### config.mk
export PLATFORM = sky130hd
export DESIGN_NAME = bdc_frame_sequencer
export DESIGN_NICKNAME = d
export VERILOG_FILES = /design/src/rtl/bdc_pkg.sv /design/src/rtl/bdc_raster_cnt.sv /design/src/rtl/bdc_frame_sequencer.sv
export SDC_FILE = /design/constraint.sdc
export NUM_CORES = 1
export LEC_CHECK = 0
export CAP_MARGIN = 40
export CORE_AREA = 2 2 101 103
export DETAILED_ROUTE_END_ITERATION = 10
export DIE_AREA = 0 0 103 105
export GPL_TIMING_DRIVEN = 1
export HOLD_SLACK_MARGIN = 0.1
export PLACE_DENSITY = 0.66
export SYNTH_ARGS = -nofsm -noshare
export SYNTH_HDL_FRONTEND = slang
export SYNTH_HIERARCHICAL = 1
export SYNTH_SLANG_ARGS = --single-unit
### constraint.sdc
create_clock -name clk -period 8.35 [get_ports clk]
set_input_delay 1.67 -clock clk [delete_from_list [all_inputs] [get_ports clk]]
set_output_delay 1.67 -clock clk [all_outputs]
set_load 0.02 [all_outputs]
### src/rtl/bdc_pkg.sv
// rtl/bdc_pkg.sv - shared state encoding and port-width helper for the frame sequencer
package bdc_pkg;

  typedef enum logic [1:0] {
    ST_IDLE  = 2'd0,
    ST_FILL  = 2'd1,
    ST_RUN   = 2'd2,
    ST_DRAIN = 2'd3
  } seq_state_t;

  // clog2 that never collapses to a zero-width vector
  function automatic int bdc_width(input int n);
    return (n <= 2) ? 1 : $clog2(n);
  endfunction

endpackage

### src/rtl/bdc_raster_cnt.sv
// rtl/bdc_raster_cnt.sv - raster x/y position counter with clear-and-step, wrap and last flags
module bdc_raster_cnt #(
  parameter int XN = 4,
  parameter int YN = 8,
  parameter int XW = 2,
  parameter int YW = 3
) (
  input  logic          clk,
  input  logic          rst,
  input  logic          clr,
  input  logic          en,
  output logic [XW-1:0] x,
  output logic [YW-1:0] y,
  output logic [YW-1:0] y_nxt,
  output logic          at_last,
  output logic          wrap,
  output logic          done
);

  logic [XW-1:0] xb;
  logic [YW-1:0] yb;
  logic [XW-1:0] x_nxt;
  logic          xb_last;
  logic          yb_last;

  // clr restarts at (0,0); clr together with en leaves the counter one step past (0,0)
  always_comb begin
    xb      = clr ? '0 : x;
    yb      = clr ? '0 : y;
    xb_last = (xb == XW'(XN - 1));
    yb_last = (yb == YW'(YN - 1));
    wrap    = en && xb_last;
    done    = wrap && yb_last;
    x_nxt   = xb;
    y_nxt   = yb;
    if (en) begin
      if (xb_last) begin
        x_nxt = '0;
        y_nxt = yb_last ? '0 : yb + 1'b1;
      end else begin
        x_nxt = xb + 1'b1;
      end
    end
  end

  assign at_last = (x == XW'(XN - 1)) && (y == YW'(YN - 1));

  always_ff @(posedge clk) begin
    if (rst) begin
      x <= '0;
      y <= '0;
    end else begin
      x <= x_nxt;
      y <= y_nxt;
    end
  end

endmodule

### src/rtl/bdc_frame_sequencer.sv
// rtl/bdc_frame_sequencer.sv - line-buffer write / output-coordinate sequencer; BDC_SEQ_STATS_EN adds frame_cnt/drop_cnt
module bdc_frame_sequencer
  import bdc_pkg::*;
#(
  parameter int WIDTH          = 640,
  parameter int HEIGHT         = 480,
  parameter int LOOKAHEAD      = 16,
  parameter int LINE_BUF_LINES = 64
) (
  input  logic                                 clk,
  input  logic                                 rst,
  input  logic                                 s_axis_tvalid,
  input  logic                                 s_axis_tuser,
  input  logic                                 s_axis_tlast,
  output logic                                 s_axis_tready,
  output logic                                 wr_en,
  output logic [bdc_width(WIDTH)-1:0]          wr_x,
  output logic [bdc_width(LINE_BUF_LINES)-1:0] wr_slot,
  output logic                                 coord_valid,
  input  logic                                 coord_ready,
  output logic [bdc_width(WIDTH)-1:0]          coord_x,
  output logic [bdc_width(HEIGHT)-1:0]         coord_y,
  output logic                                 coord_sof,
  output logic                                 coord_eof,
  output logic                                 frame_done,
  output logic                                 sof_err,
  output logic                                 len_err
`ifdef BDC_SEQ_STATS_EN
  ,
  output logic [15:0]                          frame_cnt,
  output logic [15:0]                          drop_cnt
`endif
);

  localparam int XW = bdc_width(WIDTH);
  localparam int YW = bdc_width(HEIGHT);
  localparam int SW = bdc_width(LINE_BUF_LINES);

  if (LINE_BUF_LINES < 2 * LOOKAHEAD + 2) begin : g_bad_cfg
    $error("bdc_frame_sequencer: LINE_BUF_LINES must be at least 2*LOOKAHEAD+2");
  end

  seq_state_t    state, state_d;
  logic          accept, restart, write, xfer, c_en;
  logic [XW-1:0] in_x, ox;
  logic [YW-1:0] in_y, in_y_nxt, oy, oy_nxt;
  logic          w_wrap, w_done, w_at_last;
  logic          c_wrap, c_done, c_at_last;
  logic [SW-1:0] slot, slot_d;
  logic          valid_q, valid_d, done_q, sof_err_q, len_err_q;
  int            rows_cur, rows_nxt;
  logic          unused_ok;

  // row oy may be emitted once its lookahead window is fully written
  function automatic logic issuable(input int rows, input int row);
    int need;
    need = row + LOOKAHEAD + 1;
    if (need > HEIGHT) need = HEIGHT;
    return rows >= need;
  endfunction

  // writing row `rows` must not overwrite the oldest row still reachable from row oy
  function automatic logic has_room(input int rows, input int row);
    int lo;
    lo = row - LOOKAHEAD;
    if (lo < 0) lo = 0;
    return rows < lo + LINE_BUF_LINES;
  endfunction

  assign accept  = s_axis_tvalid && s_axis_tready;
  assign restart = accept && s_axis_tuser;
  assign write   = accept && ((state != ST_IDLE) || s_axis_tuser);
  assign xfer    = coord_valid && coord_ready;
  assign c_en    = xfer && !restart;

  bdc_raster_cnt #(.XN(WIDTH), .YN(HEIGHT), .XW(XW), .YW(YW)) u_wr_cnt (
    .clk     (clk),
    .rst     (rst),
    .clr     (restart),
    .en      (write),
    .x       (in_x),
    .y       (in_y),
    .y_nxt   (in_y_nxt),
    .at_last (w_at_last),
    .wrap    (w_wrap),
    .done    (w_done)
  );

  bdc_raster_cnt #(.XN(WIDTH), .YN(HEIGHT), .XW(XW), .YW(YW)) u_coord_cnt (
    .clk     (clk),
    .rst     (rst),
    .clr     (restart),
    .en      (c_en),
    .x       (ox),
    .y       (oy),
    .y_nxt   (oy_nxt),
    .at_last (c_at_last),
    .wrap    (c_wrap),
    .done    (c_done)
  );

  assign unused_ok = ^{w_at_last, c_wrap};

  // the write counter wraps to (0,0) after the last pixel, so completed rows saturate at HEIGHT
  assign rows_cur = (state == ST_DRAIN) ? HEIGHT : int'(in_y);
  assign rows_nxt = (w_done || state == ST_DRAIN) ? HEIGHT : int'(in_y_nxt);

  always_ff @(posedge clk) begin
    if (rst) state <= ST_IDLE;
    else     state <= state_d;
  end

  always_comb begin
    state_d = state;
    case (state)
      ST_IDLE: begin
        if (restart) state_d = w_done ? ST_DRAIN : ST_FILL;
      end
      ST_FILL, ST_RUN: begin
        if (write && w_done)                                 state_d = ST_DRAIN;
        else if (restart)                                    state_d = ST_FILL;
        else if (state == ST_FILL && issuable(rows_nxt, 0))  state_d = ST_RUN;
      end
      ST_DRAIN: begin
        if (c_done) state_d = ST_IDLE;
      end
      default: state_d = ST_IDLE;
    endcase
  end

  always_comb begin
    s_axis_tready = 1'b0;
    case (state)
      ST_IDLE:         s_axis_tready = 1'b1;
      ST_FILL, ST_RUN: s_axis_tready = has_room(rows_cur, int'(oy));
      default:         s_axis_tready = 1'b0;
    endcase
    if (rst) s_axis_tready = 1'b0;
    coord_valid = valid_q && !rst;
    coord_x     = rst ? '0 : ox;
    coord_y     = rst ? '0 : oy;
    coord_sof   = valid_q && !rst && (ox == '0) && (oy == '0);
    coord_eof   = valid_q && !rst && c_at_last;
    frame_done  = done_q && !rst;
    sof_err     = sof_err_q && !rst;
    len_err     = len_err_q && !rst;
  end

  // a start-of-frame beat always lands at column 0 of slot 0
  assign wr_en   = write;
  assign wr_x    = s_axis_tuser ? '0 : in_x;
  assign wr_slot = s_axis_tuser ? '0 : slot;

  always_comb begin
    slot_d = restart ? '0 : slot;
    if (w_wrap) slot_d = (slot_d == SW'(LINE_BUF_LINES - 1)) ? '0 : slot_d + 1'b1;
  end

  assign valid_d = (state_d != ST_IDLE) && issuable(rows_nxt, int'(oy_nxt));

  always_ff @(posedge clk) begin
    if (rst) begin
      slot      <= '0;
      valid_q   <= 1'b0;
      done_q    <= 1'b0;
      sof_err_q <= 1'b0;
      len_err_q <= 1'b0;
    end else begin
      slot      <= slot_d;
      valid_q   <= valid_d;
      done_q    <= c_done;
      sof_err_q <= restart && (state != ST_IDLE);
      len_err_q <= write && (s_axis_tlast != w_done);
    end
  end

`ifdef BDC_SEQ_STATS_EN
  always_ff @(posedge clk) begin
    if (rst) begin
      frame_cnt <= '0;
      drop_cnt  <= '0;
    end else begin
      if (done_q && frame_cnt != 16'hffff) frame_cnt <= frame_cnt + 16'd1;
      if (accept && state == ST_IDLE && !s_axis_tuser && drop_cnt != 16'hffff)
        drop_cnt <= drop_cnt + 16'd1;
    end
  end
`endif

endmodule

* Word-level counts from Yosys, hierarchy flattened
Cells that the tools add are included.
** Storage, ports and cells
- Flip-flop bits (word level) :: 50
- Input bits :: 6
- Output and inout bits :: 43
- Logic and storage cells :: 102
** Cells by class
- Add/sub/neg operators :: 9
- Magnitude comparators :: 5
- Equal/unequal tests :: 11
- Muxes and demuxes :: 35
- Reductions and logical operators :: 32
** Operator list (number)
- two-way mux 9 bit :: 11
- two-way mux 10 bit :: 8
- two-way mux 32 bit :: 2
- adder 32 x 8 -> 32 bit (second input constant) :: 1
- greater-or-equal comparator 10 x 32 -> 1 bit :: 1
- less-than comparator 10 x 32 -> 1 bit :: 1
- == test 10 bit (second input constant) :: 3
- == test 9 bit (second input constant) :: 3
- two-way mux 6 bit :: 4
- logical AND 1 bit :: 22
- adder 10 x 1 -> 10 bit (second input constant) :: 2
- adder 9 x 1 -> 9 bit (second input constant) :: 2
- two-way mux 2 bit :: 6
- adder 10 x 1 -> 11 bit (second input constant) :: 1
- greater-than comparator 11 x 9 -> 1 bit (second input constant) :: 1
- two-way mux 11 bit :: 1
- adder 9 x 5 -> 10 bit (second input constant) :: 1
- logical NOT 10 bit :: 1
- less-than comparator 10 x 1 -> 1 bit (second input constant) :: 1
- subtractor 9 x 5 -> 10 bit (second input constant) :: 1
- greater-or-equal comparator 9 x 5 -> 1 bit (second input constant) :: 1
- logical NOT 9 bit :: 1
- adder 6 x 1 -> 6 bit (second input constant) :: 1
- == test 6 bit (second input constant) :: 1
- 11 further kinds :: 15

* Depth between registers and ports, before layout
Gate-level depths: netlist of the first run.
- Depth in word-level cells :: 24
- Depth in mapped cells :: 36
- Mapped depth without buffers :: 33

* By module
The synthesis of the first run kept the hierarchy.
** Modules (own cells, without submodules)
- bdc_raster_cnt :: instances 2, cells an instance 151, area an instance 1209.9 um^2, seq. area each 380.4 um^2
- bdc_frame_sequencer :: instances 1, cells an instance 262, area an instance 1894.3 um^2, seq. area each 240.2 um^2

* Worst setup path after synthesis of the first run
OpenSTA, ideal clock, no wires.
- Path kind :: input to register
- Start :: input rst
- End :: register valid_q
- Setup time :: 0.119 ns
- Arrival :: 6.591 ns
- Data required time :: 8.231 ns
- Setup slack :: 1.641 ns
- Stages on the path :: 27
- Path through :: buf_2 -> nor3b_2 -> and2_1 -> a41oi_1 -> a21bo_2 -> buf_2 -> clkbuf_1 -> inv_1 -> nand2_1 -> inv_1 -> ha_1 -> and3_1 -> clkbuf_1 -> nand3_1 -> nand3_1 -> mux2i_1 -> ha_1 -> nand3_1 -> o41ai_1 -> nand3_1 -> nand2_1 -> ha_1 -> a21oi_1 -> nor2b_1 -> nor4_1 -> o21ai_0 -> o221a_1
** Between the ends
- Elaborated cells on any way between the ends :: 48
- Those cells by class :: add/sub (4); order compare (3); eq/ne (4); mux (20); reduce/logical (17)
** RTL lines
- from (decl) :: line bdc_frame_sequencer.sv:11 : input logic rst,
- two-way mux 1 bit * :: line bdc_frame_sequencer.sv:138 : if (rst) s_axis_tready = 1'b0;
- logical AND 1 bit * :: line bdc_frame_sequencer.sv:70 : assign accept = s_axis_tvalid && s_axis_tready;
- logical AND 1 bit * :: line bdc_frame_sequencer.sv:71 : assign restart = accept && s_axis_tuser;
- via restart :: line bdc_frame_sequencer.sv:44 : logic accept, restart, write, xfer, c_en;
- two-way mux 9 bit :: line bdc_raster_cnt.sv:29 : yb = clr ? '0 : y;
- adder 9 x 1 -> 9 bit / == test 9 bit (equally long branches) :: line bdc_raster_cnt.sv:39, bdc_raster_cnt.sv:31
- two-way mux 9 bit :: line bdc_raster_cnt.sv:39 : y_nxt = yb_last ? '0 : yb + 1'b1;
- two-way mux 9 bit :: line bdc_raster_cnt.sv:37 : if (xb_last) begin
- two-way mux 9 bit * :: line bdc_raster_cnt.sv:36 : if (en) begin
- via oy_nxt[0] :: line bdc_frame_sequencer.sv:46 : logic [YW-1:0] in_y, in_y_nxt, oy, oy_nxt;
- adder 9 x 5 -> 10 bit * :: line bdc_frame_sequencer.sv:57 : need = row + LOOKAHEAD + 1;
- adder 10 x 1 -> 11 bit * :: line bdc_frame_sequencer.sv:57
- greater-than comparator 11 x 9 -> 1 bit :: line bdc_frame_sequencer.sv:58 : if (need > HEIGHT) need = HEIGHT;
- two-way mux 11 bit * :: line bdc_frame_sequencer.sv:58
- greater-or-equal comparator 10 x 32 -> 1 bit * :: line bdc_frame_sequencer.sv:59 : return rows >= need;
- logical AND 1 bit * :: line bdc_frame_sequencer.sv:159 : assign valid_d = (state_d != ST_IDLE) && issuable(rows_nxt, int'(oy_nxt));
- to (signal assigned) :: line bdc_frame_sequencer.sv:170 : valid_q <= valid_d;
- to (decl) :: line bdc_frame_sequencer.sv:50 : logic valid_q, valid_d, done_q, sof_err_q, len_err_q;
The timed path passes the listed nets; every way through them passes the cells marked *.
A chain may end at the register's enable or synchronous reset.

* Worst setup path after layout of the first run
- Start :: input s_axis_tuser
- End :: register valid_q
** Between the ends
- Elaborated cells on any way between the ends :: 44
- Those cells by class :: add/sub (4); order compare (3); eq/ne (4); mux (19); reduce/logical (14)
** RTL lines
- from (decl) :: line bdc_frame_sequencer.sv:13 : input logic s_axis_tuser,
- logical AND 1 bit * :: line bdc_frame_sequencer.sv:71
- two-way mux 9 bit :: line bdc_raster_cnt.sv:29
- adder 9 x 1 -> 9 bit / == test 9 bit (equally long branches) :: line bdc_raster_cnt.sv:39, bdc_raster_cnt.sv:31
- two-way mux 9 bit :: line bdc_raster_cnt.sv:39
- two-way mux 9 bit :: line bdc_raster_cnt.sv:37
- two-way mux 9 bit * :: line bdc_raster_cnt.sv:36
- via oy_nxt[0] :: line bdc_frame_sequencer.sv:46
- adder 9 x 5 -> 10 bit * :: line bdc_frame_sequencer.sv:57
- adder 10 x 1 -> 11 bit * :: line bdc_frame_sequencer.sv:57
- greater-than comparator 11 x 9 -> 1 bit :: line bdc_frame_sequencer.sv:58
- two-way mux 11 bit * :: line bdc_frame_sequencer.sv:58
- greater-or-equal comparator 10 x 32 -> 1 bit * :: line bdc_frame_sequencer.sv:59
- logical AND 1 bit * :: line bdc_frame_sequencer.sv:159
Marked as above.

==> metrics.md, run 1 <==
| Metric | Value |
|---|---|
| DRC viols | 0 |
| Slowest library cell on the worst path | clkdlybuf4s50_1 |
| Net Count, Synth | 594 |
| Routed WL per cell | 15.3 µm |
| Hold Path Class | reg2reg |
| DP Wirelength | 8.12 mm |
| Hold Path Stages | 2 |
| Num CTS Buffers | 5 |
| Clock buffer depth | 2 |
| Status | finished clean |
| Placeable Area | 9640 µm² |
| Setup TNS | 0 ps |
| Internal cell power | 337 µW |
| Sequential fraction of design power | 50.0% |
| Crit path cell chain | clkdlybuf4s50_1, nand2_1, a211oi_1, a21bo_2, inv_1, nand2_1, inv_1, ha_1, and3_1, nand3_1, nand3_1, mux2i_1, ha_1, nand3_1, o41ai_1, nand3_1, nand2_1, ha_1, a21oi_1, nor2b_1, nor4_1, o21ai_0, o221a_1 |
| TritonCTS clock tree | done |
| Commonest non-fill, non-tap cells in the layout | nor2b_1 (63), dfxtp_1 (50), nor2_1 (48) |
| Mean post-synth cell area | 7.66 µm² |
| Std-Cell Rows | 36 |
| Endpoint class of the critical path | flop |
| Fin nets | 626 |
| Die area | 10800 µm² |
| Gr ovfl total | 0 |
| GRT Util Overall | 21.0% |
| Worst path max stage delay | 930 ps |
| Final core utilization | 51.2% |
| First-pass GRT wire length | 18.7 mm |
| Slew Limit Fails | 0 |
| Initial Utilization | 44.6% |
| RR Endpoint | valid_q |
| Crit start category | input port |
| Setup violators final | 0 |
| Met3 usage in global routing | 2.61% |
| Commonest non-fill, non-tap cell in the layout | nor2b_1 |
| Period minus WS final | 7460 ps |
| Hold path startpoint | slot[5] |
| Layout fillers | 935 |
| Die Span Y | 105 µm |
| Sw Share | 31.6% |
| Via Count | 4206 |
| Final Power | 493 µW |
| Crit Reg-Reg Startpoint | u_coord_cnt/y[4] |
| Clk Latency, worst-skew pair | 310 ps |
| GR Layer Usage met2 | 33.1% |
| Hold_buf cts | 0 |
| Pwr/cell area | 99.9 nW/µm² |
| CP Class | in2reg |
| I/O pin cnt | 49 |
| VDD IR max | 0.0000587 V |
| Req. time, crit path | 8560 ps |
| CTS HTree Levels | 2 |
| Hold EP | slot[5] |
| Root Driver | clkbuf_8 |
| Worst relative slew slack | 41.4% |
| Initial DRC Count | 233 |
| Final RePlAce weighted congestion | 0.945 |
| Die width | 103 µm |
| Synth Warn # | 6 |
| Cell count after synthesis | 561 |
| Final Cycle Share | 89.3% |
| CP max FO | 22 |
| Post-route ant nets | 0 |
| Grt met1 use | 29.8% |
| Largest net degree at the start of global routing | 69 |
| NetSw | 156 µW |
| R2r setup slk | 1200 ps |
| Layout cells sized above 1 | 8.59% |
| Cell family with most CP delay | simple AND/OR/NAND/NOR gates |
| Antenna cells | 0 |
| FF-to-FF path depth | 29 |
| Crit path DAT | 7670 ps |
| Crit path top cell by count | nand3_1 |
| Vias in the first global route | 3882 |
| Clock Power Share | 30.0% |
| WP buf/inv | 3 |
| CTS resizes | 0 |
| Comb power frac | 19.9% |
| Max Cap Violations | 0 |
| Port Buffers | 48 |
| Number of vias per cell | 5.79 |
| Final Hold Vio Count | 0 |
| RSZ-0062 raised after global routing | no |
| Grt peak-use layer | met2 |
| Cell area after synthesis | 4300 µm² |
| Clk sinks | 50 |
| Clock Pin Slew Worst Setup and Hold Paths | 100 ps |
| Worst Skew | 6.79 ps |
| Final WL | 11.1 mm |
| Setup Buffers After CTS | 0 |
| Initial antenna violation count | 0 |
| Worst-margin pin slew | 873 ps |
| First drt pass iteration count | 5 |
| Max Fclk | 0.134 GHz |
| P_leak | 0.00183 µW |
| Area grow syn2layout | 14.8% |
## worst max-delay path by stage
stage               depth (start not counted)  slack [ps]       to         start
floorplan                                  27        1640  valid_q           rst
global placement                           23        1020  valid_q  s_axis_tuser
detailed placement                         23         710  valid_q  s_axis_tuser
CTS                                        23        1050  valid_q  s_axis_tuser
global route                               23         400  valid_q  s_axis_tuser
finish                                     23         890  valid_q  s_axis_tuser
## registers in the layout, indices dropped and copies added (netlist names)
| signal | count |
|---|---|
| slot | 6 |
| state | 2 |
| u_wr_cnt/y | 9 |
| sof_err_q | 1 |
| u_coord_cnt/x | 10 |
| len_err_q | 1 |
| u_wr_cnt/x | 10 |
| done_q | 1 |
| valid_q | 1 |
| u_coord_cnt/y | 9 |
## worst reg2reg max path, delay by kind of cell, from the launching register on
family / cells / cell delay, ps
buf+inv: 3 / 420
xor+xnor: 1 / 150
mux: 1 / 470
flops: 1 / 570
simple gates: 10 / 1860
fa+ha+maj: 6 / 1450
compound gates: 8 / 2130
## per-layer routing
| layer | wire (µm) | vias up |
|---|---|---|
| met3 | 724 | 22 |
| li1 | - | 2063 |
| met2 | 5040 | 160 |
| met1 | 5120 | 1961 |
| met5 | 0 | - |
| met4 | 209 | 0 |
## stage by stage
step	std cells	hold WS [ps]	area [µm²]	worst slack [ps]
after floorplan	561	495	4300	1640
after global placement	719	544	4840	1020
after detailed placement	719	543	4840	706
after CTS	727	565	4930	1050
after global routing	727	598	4930	399
final	727	566	4930	891
## power groups by stage
stage                     sequential (µW)  combinational (µW)  clock, µW
after global routing                  247                 109        164
final                                 247                98.3        148
after CTS                             247                98.1        156
after detailed placement              252                96.6          0
after global placement                252                95.4          0
after floorplan                       251                72.6          0
## final cells by class
type / instances / area [µm²] / area share [%]
inverter: 19 / 71.3 / 1.45
clock buffer: 5 / 68.8 / 1.39
multi-input combinational: 464 / 3090 / 62.7
tap: 133 / 166 / 3.37
clock inverter: 3 / 21.3 / 0.431
timing repair buffer: 53 / 513 / 10.4
sequential: 50 / 1000 / 20.3
(Power assumes the default switching activity.)
==> inputs of run 2 (changes only) <==
GPL_TIMING_DRIVEN = default   (was 1)
==> results of run 2 <==
No change in the layout: final DEF, timing and power equal those of run 1.
